<file path="src/rtl/hazard_if.sv">
// Hazard controller bundle: pipeline-side hazard inputs and controller outputs.
// The perf_* counters exist only when HAZ_PERF_CNT_EN is defined.
interface hazard_if #(
  parameter int REG_AW  = 5,
  parameter int NPCOP_W = 2
);
  logic [REG_AW-1:0]  id_ex_rt;
  logic               id_ex_mem_read;
  logic [REG_AW-1:0]  if_id_rs;
  logic [REG_AW-1:0]  if_id_rt;
  logic               if_id_use_rs;
  logic               if_id_use_rt;
  logic [NPCOP_W-1:0] npc_op;
  logic               dmem_busy;
  logic               stall_if;
  logic               bubble_ex;
  logic               flush_ifid;
  logic               freeze_all;
  logic [1:0]         state_o;
`ifdef HAZ_PERF_CNT_EN
  logic [31:0]        perf_stall;
  logic [31:0]        perf_flush;
  logic [31:0]        perf_freeze;
`endif

  modport master (
    output id_ex_rt, id_ex_mem_read, if_id_rs, if_id_rt,
    output if_id_use_rs, if_id_use_rt, npc_op, dmem_busy,
    input  stall_if, bubble_ex, flush_ifid, freeze_all, state_o
`ifdef HAZ_PERF_CNT_EN
    , input perf_stall, perf_flush, perf_freeze
`endif
  );

  modport slave (
    input  id_ex_rt, id_ex_mem_read, if_id_rs, if_id_rt,
    input  if_id_use_rs, if_id_use_rt, npc_op, dmem_busy,
    output stall_if, bubble_ex, flush_ifid, freeze_all, state_o
`ifdef HAZ_PERF_CNT_EN
    , output perf_stall, perf_flush, perf_freeze
`endif
  );
endinterface

</file>
<file path="src/rtl/hazard_ctrl.sv">
// Pipeline hazard controller for the 5-stage MIPS core: multi-cycle load-use
// stall, multi-cycle redirect flush, and data-memory busy freeze.
// Optional cycle counters for stall/flush/freeze are enabled by HAZ_PERF_CNT_EN.
//
// state  | meaning
// RUN    | no hazard in progress; detect and serve the first cycle combinationally
// LSTALL | remaining load-use stall cycles (stall PC/IF-ID, bubble ID/EX)
// BFLUSH | remaining wrong-path flush cycles after a redirect
module hazard_ctrl #(
  parameter int REG_AW   = 5,
  parameter int NPCOP_W  = 2,
  parameter int LOAD_LAT = 1,
  parameter int BR_FLUSH = 1
) (
  input logic     clk,
  input logic     rst,
  hazard_if.slave hz
);

  typedef enum logic [1:0] {
    RUN    = 2'd0,
    LSTALL = 2'd1,
    BFLUSH = 2'd2
  } state_t;

  // Counter reload: the detection cycle itself is the first served cycle.
  localparam logic [3:0] LD_RELOAD = 4'(LOAD_LAT - 1);
  localparam logic [3:0] BR_RELOAD = 4'(BR_FLUSH - 1);

  generate
    if (LOAD_LAT < 1 || LOAD_LAT > 15) begin : g_bad_load_lat
      $error("hazard_ctrl: LOAD_LAT must be in 1..15");
    end
    if (BR_FLUSH < 1 || BR_FLUSH > 15) begin : g_bad_br_flush
      $error("hazard_ctrl: BR_FLUSH must be in 1..15");
    end
  endgenerate

  state_t             state, state_nxt;
  logic [3:0]         cnt, cnt_nxt;
  logic [REG_AW-1:0]  ex_rt, id_rs, id_rt;
  logic [NPCOP_W-1:0] npc_op;
  logic               load_use, redirect;

  assign ex_rt  = hz.id_ex_rt;
  assign id_rs  = hz.if_id_rs;
  assign id_rt  = hz.if_id_rt;
  assign npc_op = hz.npc_op;

  // Hazard detection; $zero is never a real dependency.
  always_comb begin
    load_use = hz.id_ex_mem_read && (ex_rt != '0) &&
               (((ex_rt == id_rs) && hz.if_id_use_rs) ||
                ((ex_rt == id_rt) && hz.if_id_use_rt));
    redirect = (npc_op != '0);
  end

  // State and remaining-cycle counter register.
  always_ff @(posedge clk) begin
    if (rst) begin
      state <= RUN;
      cnt   <= 4'd0;
    end else begin
      state <= state_nxt;
      cnt   <= cnt_nxt;
    end
  end

  // Next state and outputs; busy freeze overrides everything and holds progress.
  always_comb begin
    state_nxt     = state;
    cnt_nxt       = cnt;
    hz.stall_if   = 1'b0;
    hz.bubble_ex  = 1'b0;
    hz.flush_ifid = 1'b0;
    hz.freeze_all = 1'b0;
    hz.state_o    = rst ? 2'd0 : state;
    if (rst) begin
      state_nxt = RUN;
      cnt_nxt   = 4'd0;
    end else if (hz.dmem_busy) begin
      hz.freeze_all = 1'b1;
    end else begin
      case (state)
        RUN: begin
          if (load_use) begin
            hz.stall_if  = 1'b1;
            hz.bubble_ex = 1'b1;
            if (LOAD_LAT > 1) begin
              state_nxt = LSTALL;
              cnt_nxt   = LD_RELOAD;
            end
          end else if (redirect) begin
            hz.flush_ifid = 1'b1;
            if (BR_FLUSH > 1) begin
              state_nxt = BFLUSH;
              cnt_nxt   = BR_RELOAD;
            end
          end
        end
        LSTALL: begin
          hz.stall_if  = 1'b1;
          hz.bubble_ex = 1'b1;
          cnt_nxt      = cnt - 4'd1;
          if (cnt == 4'd1) state_nxt = RUN;
        end
        BFLUSH: begin
          hz.flush_ifid = 1'b1;
          cnt_nxt       = cnt - 4'd1;
          if (cnt == 4'd1) state_nxt = RUN;
        end
        default: begin
          state_nxt = RUN;
          cnt_nxt   = 4'd0;
        end
      endcase
    end
  end

`ifdef HAZ_PERF_CNT_EN
  // Saturating cycle counters for stall, flush and freeze activity.
  always_ff @(posedge clk) begin
    if (rst) begin
      hz.perf_stall  <= 32'd0;
      hz.perf_flush  <= 32'd0;
      hz.perf_freeze <= 32'd0;
    end else begin
      if (hz.stall_if && (hz.perf_stall != '1))    hz.perf_stall  <= hz.perf_stall + 32'd1;
      if (hz.flush_ifid && (hz.perf_flush != '1))  hz.perf_flush  <= hz.perf_flush + 32'd1;
      if (hz.freeze_all && (hz.perf_freeze != '1)) hz.perf_freeze <= hz.perf_freeze + 32'd1;
    end
  end
`endif

endmodule

</file>
<file path="src/flat_wrapper.sv">
// flat-port wrapper written by rule: the top's interface ports become plain ports
module hazard_ctrl_flat 
#(
  parameter int REG_AW   = 5,
  parameter int NPCOP_W  = 2,
  parameter int LOAD_LAT = 1,
  parameter int BR_FLUSH = 1
)
  (clk, rst, hz_id_ex_rt, hz_id_ex_mem_read, hz_if_id_rs, hz_if_id_rt, hz_if_id_use_rs, hz_if_id_use_rt, hz_npc_op, hz_dmem_busy, hz_stall_if, hz_bubble_ex, hz_flush_ifid, hz_freeze_all, hz_state_o);
  hazard_if #(.REG_AW(REG_AW), .NPCOP_W(NPCOP_W)) hz_i ();
  input logic clk;
  input logic rst;
  input wire logic [$bits(hz_i.id_ex_rt)-1:0] hz_id_ex_rt;
  input wire logic [$bits(hz_i.id_ex_mem_read)-1:0] hz_id_ex_mem_read;
  input wire logic [$bits(hz_i.if_id_rs)-1:0] hz_if_id_rs;
  input wire logic [$bits(hz_i.if_id_rt)-1:0] hz_if_id_rt;
  input wire logic [$bits(hz_i.if_id_use_rs)-1:0] hz_if_id_use_rs;
  input wire logic [$bits(hz_i.if_id_use_rt)-1:0] hz_if_id_use_rt;
  input wire logic [$bits(hz_i.npc_op)-1:0] hz_npc_op;
  input wire logic [$bits(hz_i.dmem_busy)-1:0] hz_dmem_busy;
  output wire logic [$bits(hz_i.stall_if)-1:0] hz_stall_if;
  output wire logic [$bits(hz_i.bubble_ex)-1:0] hz_bubble_ex;
  output wire logic [$bits(hz_i.flush_ifid)-1:0] hz_flush_ifid;
  output wire logic [$bits(hz_i.freeze_all)-1:0] hz_freeze_all;
  output wire logic [$bits(hz_i.state_o)-1:0] hz_state_o;
  assign hz_i.id_ex_rt = hz_id_ex_rt;
  assign hz_i.id_ex_mem_read = hz_id_ex_mem_read;
  assign hz_i.if_id_rs = hz_if_id_rs;
  assign hz_i.if_id_rt = hz_if_id_rt;
  assign hz_i.if_id_use_rs = hz_if_id_use_rs;
  assign hz_i.if_id_use_rt = hz_if_id_use_rt;
  assign hz_i.npc_op = hz_npc_op;
  assign hz_i.dmem_busy = hz_dmem_busy;
  assign hz_stall_if = hz_i.stall_if;
  assign hz_bubble_ex = hz_i.bubble_ex;
  assign hz_flush_ifid = hz_i.flush_ifid;
  assign hz_freeze_all = hz_i.freeze_all;
  assign hz_state_o = hz_i.state_o;
  hazard_ctrl #(.REG_AW(REG_AW), .NPCOP_W(NPCOP_W), .LOAD_LAT(LOAD_LAT), .BR_FLUSH(BR_FLUSH)) u_core (.clk(clk), .rst(rst), .hz(hz_i));
endmodule
</file>
<file path="config.mk">
export PLATFORM = sky130hd
export DESIGN_NAME = hazard_ctrl_flat
export DESIGN_NICKNAME = d
export VERILOG_FILES = /design/src/rtl/hazard_if.sv /design/src/rtl/hazard_ctrl.sv /design/src/flat_wrapper.sv
export SDC_FILE = /design/constraint.sdc
export NUM_CORES = 1
export LEC_CHECK = 0
export CORE_AREA = 3 3 40 42
export DETAILED_ROUTE_END_ITERATION = 6
export DIE_AREA = 0 0 43 45
export SYNTH_ARGS = -nofsm -noshare
export SYNTH_HDL_FRONTEND = slang
export SYNTH_SLANG_ARGS = --single-unit
</file>
<file path="constraint.sdc">
create_clock -name clk -period 4.7 [get_ports clk]
set_input_delay 0.94 -clock clk [delete_from_list [all_inputs] [get_ports clk]]
set_output_delay 0.94 -clock clk [all_outputs]
set_load 0.1 [all_outputs]
</file>
---- Word-level counts from Yosys, hierarchy flattened ----
Cells that the tools add are included.
storage, ports and cells
  flip-flop bits (word level) ............. 6
  output and inout port bits .............. 6
cells by class
  multiplexer cells ....................... 15
  add/subtract/negate cells ............... 1
  reductions and logical operators ........ 11
  equal/unequal tests ..................... 6
  bitwise logic cells ..................... 2
operator list
  cell                                                    count
  == test 5 bit                                           2
  2-to-1 mux 1 bit                                        9
  one-hot mux 4 bit (2 select lines)                      1
  nonzero test 5 bit                                      1
  == test 4 x 1 -> 1 bit (second input constant)          1
  logical AND 1 bit                                       4
  2-to-1 mux 2 bit                                        2
  one-hot mux 1 bit (2 select lines)                      2
  one-hot mux 2 bit (2 select lines)                      1
  subtractor 4 x 1 -> 4 bit (second input constant)       1
  AND reduction 3 bit                                     1
  == test 2 x 1 -> 1 bit (second input constant)          1
  == test 2 bit (second input constant)                   1
  logical NOT 2 bit                                       1
  inequality test 2 x 1 -> 1 bit (second input constant)  1
  NOT 1 bit                                               2
  AND reduction 2 bit                                     1
  nonzero test 2 bit                                      1
  OR reduction 2 bit                                      1
  logical OR 1 bit                                        1

---- Depth between registers and ports, before layout ----
  word-level depth ........................ 8
  depth in mapped cells ................... 5
  mapped depth without buffers ............ 4

---- Least setup slack after synthesis ----
No wires, ideal clock.
  path kind ............................... input-to-output
  start ................................... input hz_id_ex_rt[0]
  end ..................................... output hz_flush_ifid
  required time ........................... 3,760 ps
  cell stages on the path ................. 3
  arrival ................................. 3,093 ps
  slack ................................... 667 ps
  path through ............................ or4_1 > o21a_1 > a21oi_1
on the way
  cells in the longest elaborated chain, start to end .. 8
  elaborated cells between the ends (all ways) .. 12
  those cells by class .................... eq/ne: 2; mux: 4; reduce/logical: 6
ends and longest elaborated chain
  item                                         line                                  RTL
  start: declaration                           flat_wrapper.sv:13                    input wire logic [$bits(hz_i.id_ex_rt)-1:0] hz_id_ex_rt;
  == test 5 bit, on equally long branches      hazard_ctrl.sv:53, hazard_ctrl.sv:54
  logical AND 1 bit, on equally long branches  hazard_ctrl.sv:53, hazard_ctrl.sv:54
  logical OR 1 bit                             hazard_ctrl.sv:53                     (((ex_rt == id_rs) && hz.if_id_use_rs) ||
  logical AND 1 bit *                          hazard_ctrl.sv:52                     load_use = hz.id_ex_mem_read && (ex_rt != '0) &&
  2-to-1 mux 1 bit *                           hazard_ctrl.sv:86                     if (load_use) begin
  one-hot mux 1 bit (2 select lines) *         hazard_ctrl.sv:84                     case (state)
  2-to-1 mux 1 bit *                           hazard_ctrl.sv:81                     end else if (hz.dmem_busy) begin
  2-to-1 mux 1 bit *                           hazard_ctrl.sv:78                     if (rst) begin
  end: declaration                             flat_wrapper.sv:23                    output wire logic [$bits(hz_i.flush_ifid)-1:0] hz_flush_ifid;
Every way passes the cells marked *; elsewhere a longest branch is shown, timed or not.

---- Worst setup path in the final report ----
Ends and elaborated chain as after synthesis.

==> impl_results.md <==
- Fin nets: 75
- Switching Power: 0.0234 mW
- Area leader, netlist: xnor2_1
- Ant. Diodes: 0
- CP peak stage delay: 0.54 ns
- DRC Markers: 0
- Post-layout min period: 3.50 ns
- Power, Total: 0.0478 mW
- Critical path's top delay family: buffers and inverters
- Crit path buf inv count: 2
- Syn Std Cell Area: 181 µm²
- Sequential share of the synthesized area: 0%
- Synth cell types: 13
- Critical Path End Type: output port
- Largest cells by area after synthesis: xnor2_1 48%, buf_4 12%, nand4_1 6.9%, nand2_1 4.1%, o21a_1 4.1%
- Final instance area: 432 µm²
- Post-DP Area: 432 µm²
- DIE AREA: 0.00194 mm²
- Mean post-synth cell area: 6.98 µm²
- Clock share of power: 0%
- Initial core utilization: 14.1%
- Port bufs: 26
- Routed Antenna Nets: 0
- Post-synth top area share: 48.3%
- F_max: 285 MHz
- Post-CTS Setup Repair Bufs: 0
- Crit-path max FO: 3
- Hold buffer count at cts: 0
- Power share of the combinational group: 100.0%
- Initial antenna violation count: 0
- RSZ-0062 raised after global routing: no
- First-pass DRT Iterations: 1
- Fin util: 33.6%
- CP Data Required Time: 3.76 ns
- P&R area growth vs syn: 138%
- Vias per Instance: 3.83
- RePlAce Congestion: 0.668
- Top cells by count, synth: 10 x xnor2_1, 3 x buf_4, 2 x nand2_1, 2 x nand4_1
- GR Util All Layers: 5.22%
- Switching share of total power: 49.0%
- Hold Path Class: input pin to output port
- Status: completed
- Fin crit share: 74.5%
- Peak supply drop: 0.0000417 V
- # rows: 13
- Crit-path cells: clkdlybuf4s50_1 -> or4_1 -> o21a_1 -> a21oi_1 -> buf_4
- DIE WIDTH: 43 µm
- Total number of vias: 249
- Largest net degree at the start of global routing: 4
- Final Hold Viols: 0
- Core area: 0.00128 mm²
- MaxCap Viol Count: 0
- Pwr Density: 111 mW/mm²
- Count leader, synth: xnor2_1
- YS warnings: 0
- Seq_cells: 0
- First-pass GRT wire length: 841 µm
- Wire length per cell: 8.68 µm
- Fin Setup TNS: 0 ns
- Internal power: 0.0244 mW
- Total routed wirelength: 564 µm
- Setup Viol. Count Final: 0
- Vias in the first global route: 232
- Seq pwr share: 0%
- Chip height: 45 µm
- Data arrival, critical path: 2.56 ns
- Initial DRC Count: 0
- GR Overflow Total: 0
- Cells after synthesis: 26
- Max Slew Vio Count: 0
- Resize count post-CTS: 0
- Crit path kind: input pin to output port
- Register area: 0 µm²
- Clk_buf instances: 0
- Worst Setup Start Kind: input pin
- IO Count: 29
- Leak: 0.157 nW
- Share of cells above drive strength 1: 8.00%
- CP max stage cell: or4_1
## worst min-delay path, stage by stage
cell and delay [ns]:
clkdlybuf4s50_1 0.48, nor2b_1 0.05, buf_4 0.22
## per-stage QoR
step                setup slack (ns)  hold WS (ns)  instances
floorplan                      0.667          2.21         27
global placement                1.20          2.62         65
detailed placement              1.18          2.63         65
CTS                             1.18          2.64         65
global route                    1.13          2.66         65
finish                          1.20          2.63         65
## cells by family (layout without fill, tap and decap cells)
| family | count (synthesis) | count (layout) | synth area share, % |
|---|---|---|---|
| other | 1 | 2 | 2.07 |
| and+or+nand+nor | 8 | 8 | 24.1 |
| xor gates and xnor gates | 10 | 10 | 48.3 |
| AOI/OAI and AO/OA | 4 | 4 | 13.1 |
| buffers and inverters | 3 | 26 | 12.4 |
## cell type report
cell class / instances / area [µm²]
Tap cell: 15 / 18.8
Timing Repair Buffer: 26 / 250
Multi-Input combinational cell: 24 / 163
Fill cell: 146 / 853
## power by group through the flow
stage	sequential, mW	clock, mW	combinational, mW
3_5_place_dp	0	0	0.0481
5_1_grt	0	0	0.0506
3_3_place_gp	0	0	0.0481
2_1_floorplan	0	0	0.0263
4_1_cts	0	0	0.0483
6_report	0	0	0.0478
## path summary, 6_finish.rpt
kind	startpoint	to	slack, ns	depth (start not counted)
worst min-delay path	rst	hz_freeze_all	2.63	3
worst max-delay path	hz_id_ex_rt[0]	hz_flush_ifid	1.20	5
## per-layer routing
| layer | global-route usage [%] | wire [µm] |
|---|---|---|
| met1 | 5.00 | 168 |
| met3 | 1.20 | 66 |
| met4 | 0 | 0 |
| met2 | 11.7 | 329 |
| met5 | 0 | 0 |
## layout by cell type, fill, tap and decap left out, drive strengths merged
master         instances
or4                    1
o22ai                  1
nor2                   1
a21oi                  1
o21a                   1
o21ai                  1
and3                   1
clkdlybuf4s50         22
nor2b                  1
nand4                  2
conb                   2
xnor2                 10
nand2                  2
buf                    4
Note: power is estimated with default switching activity, not from simulation.
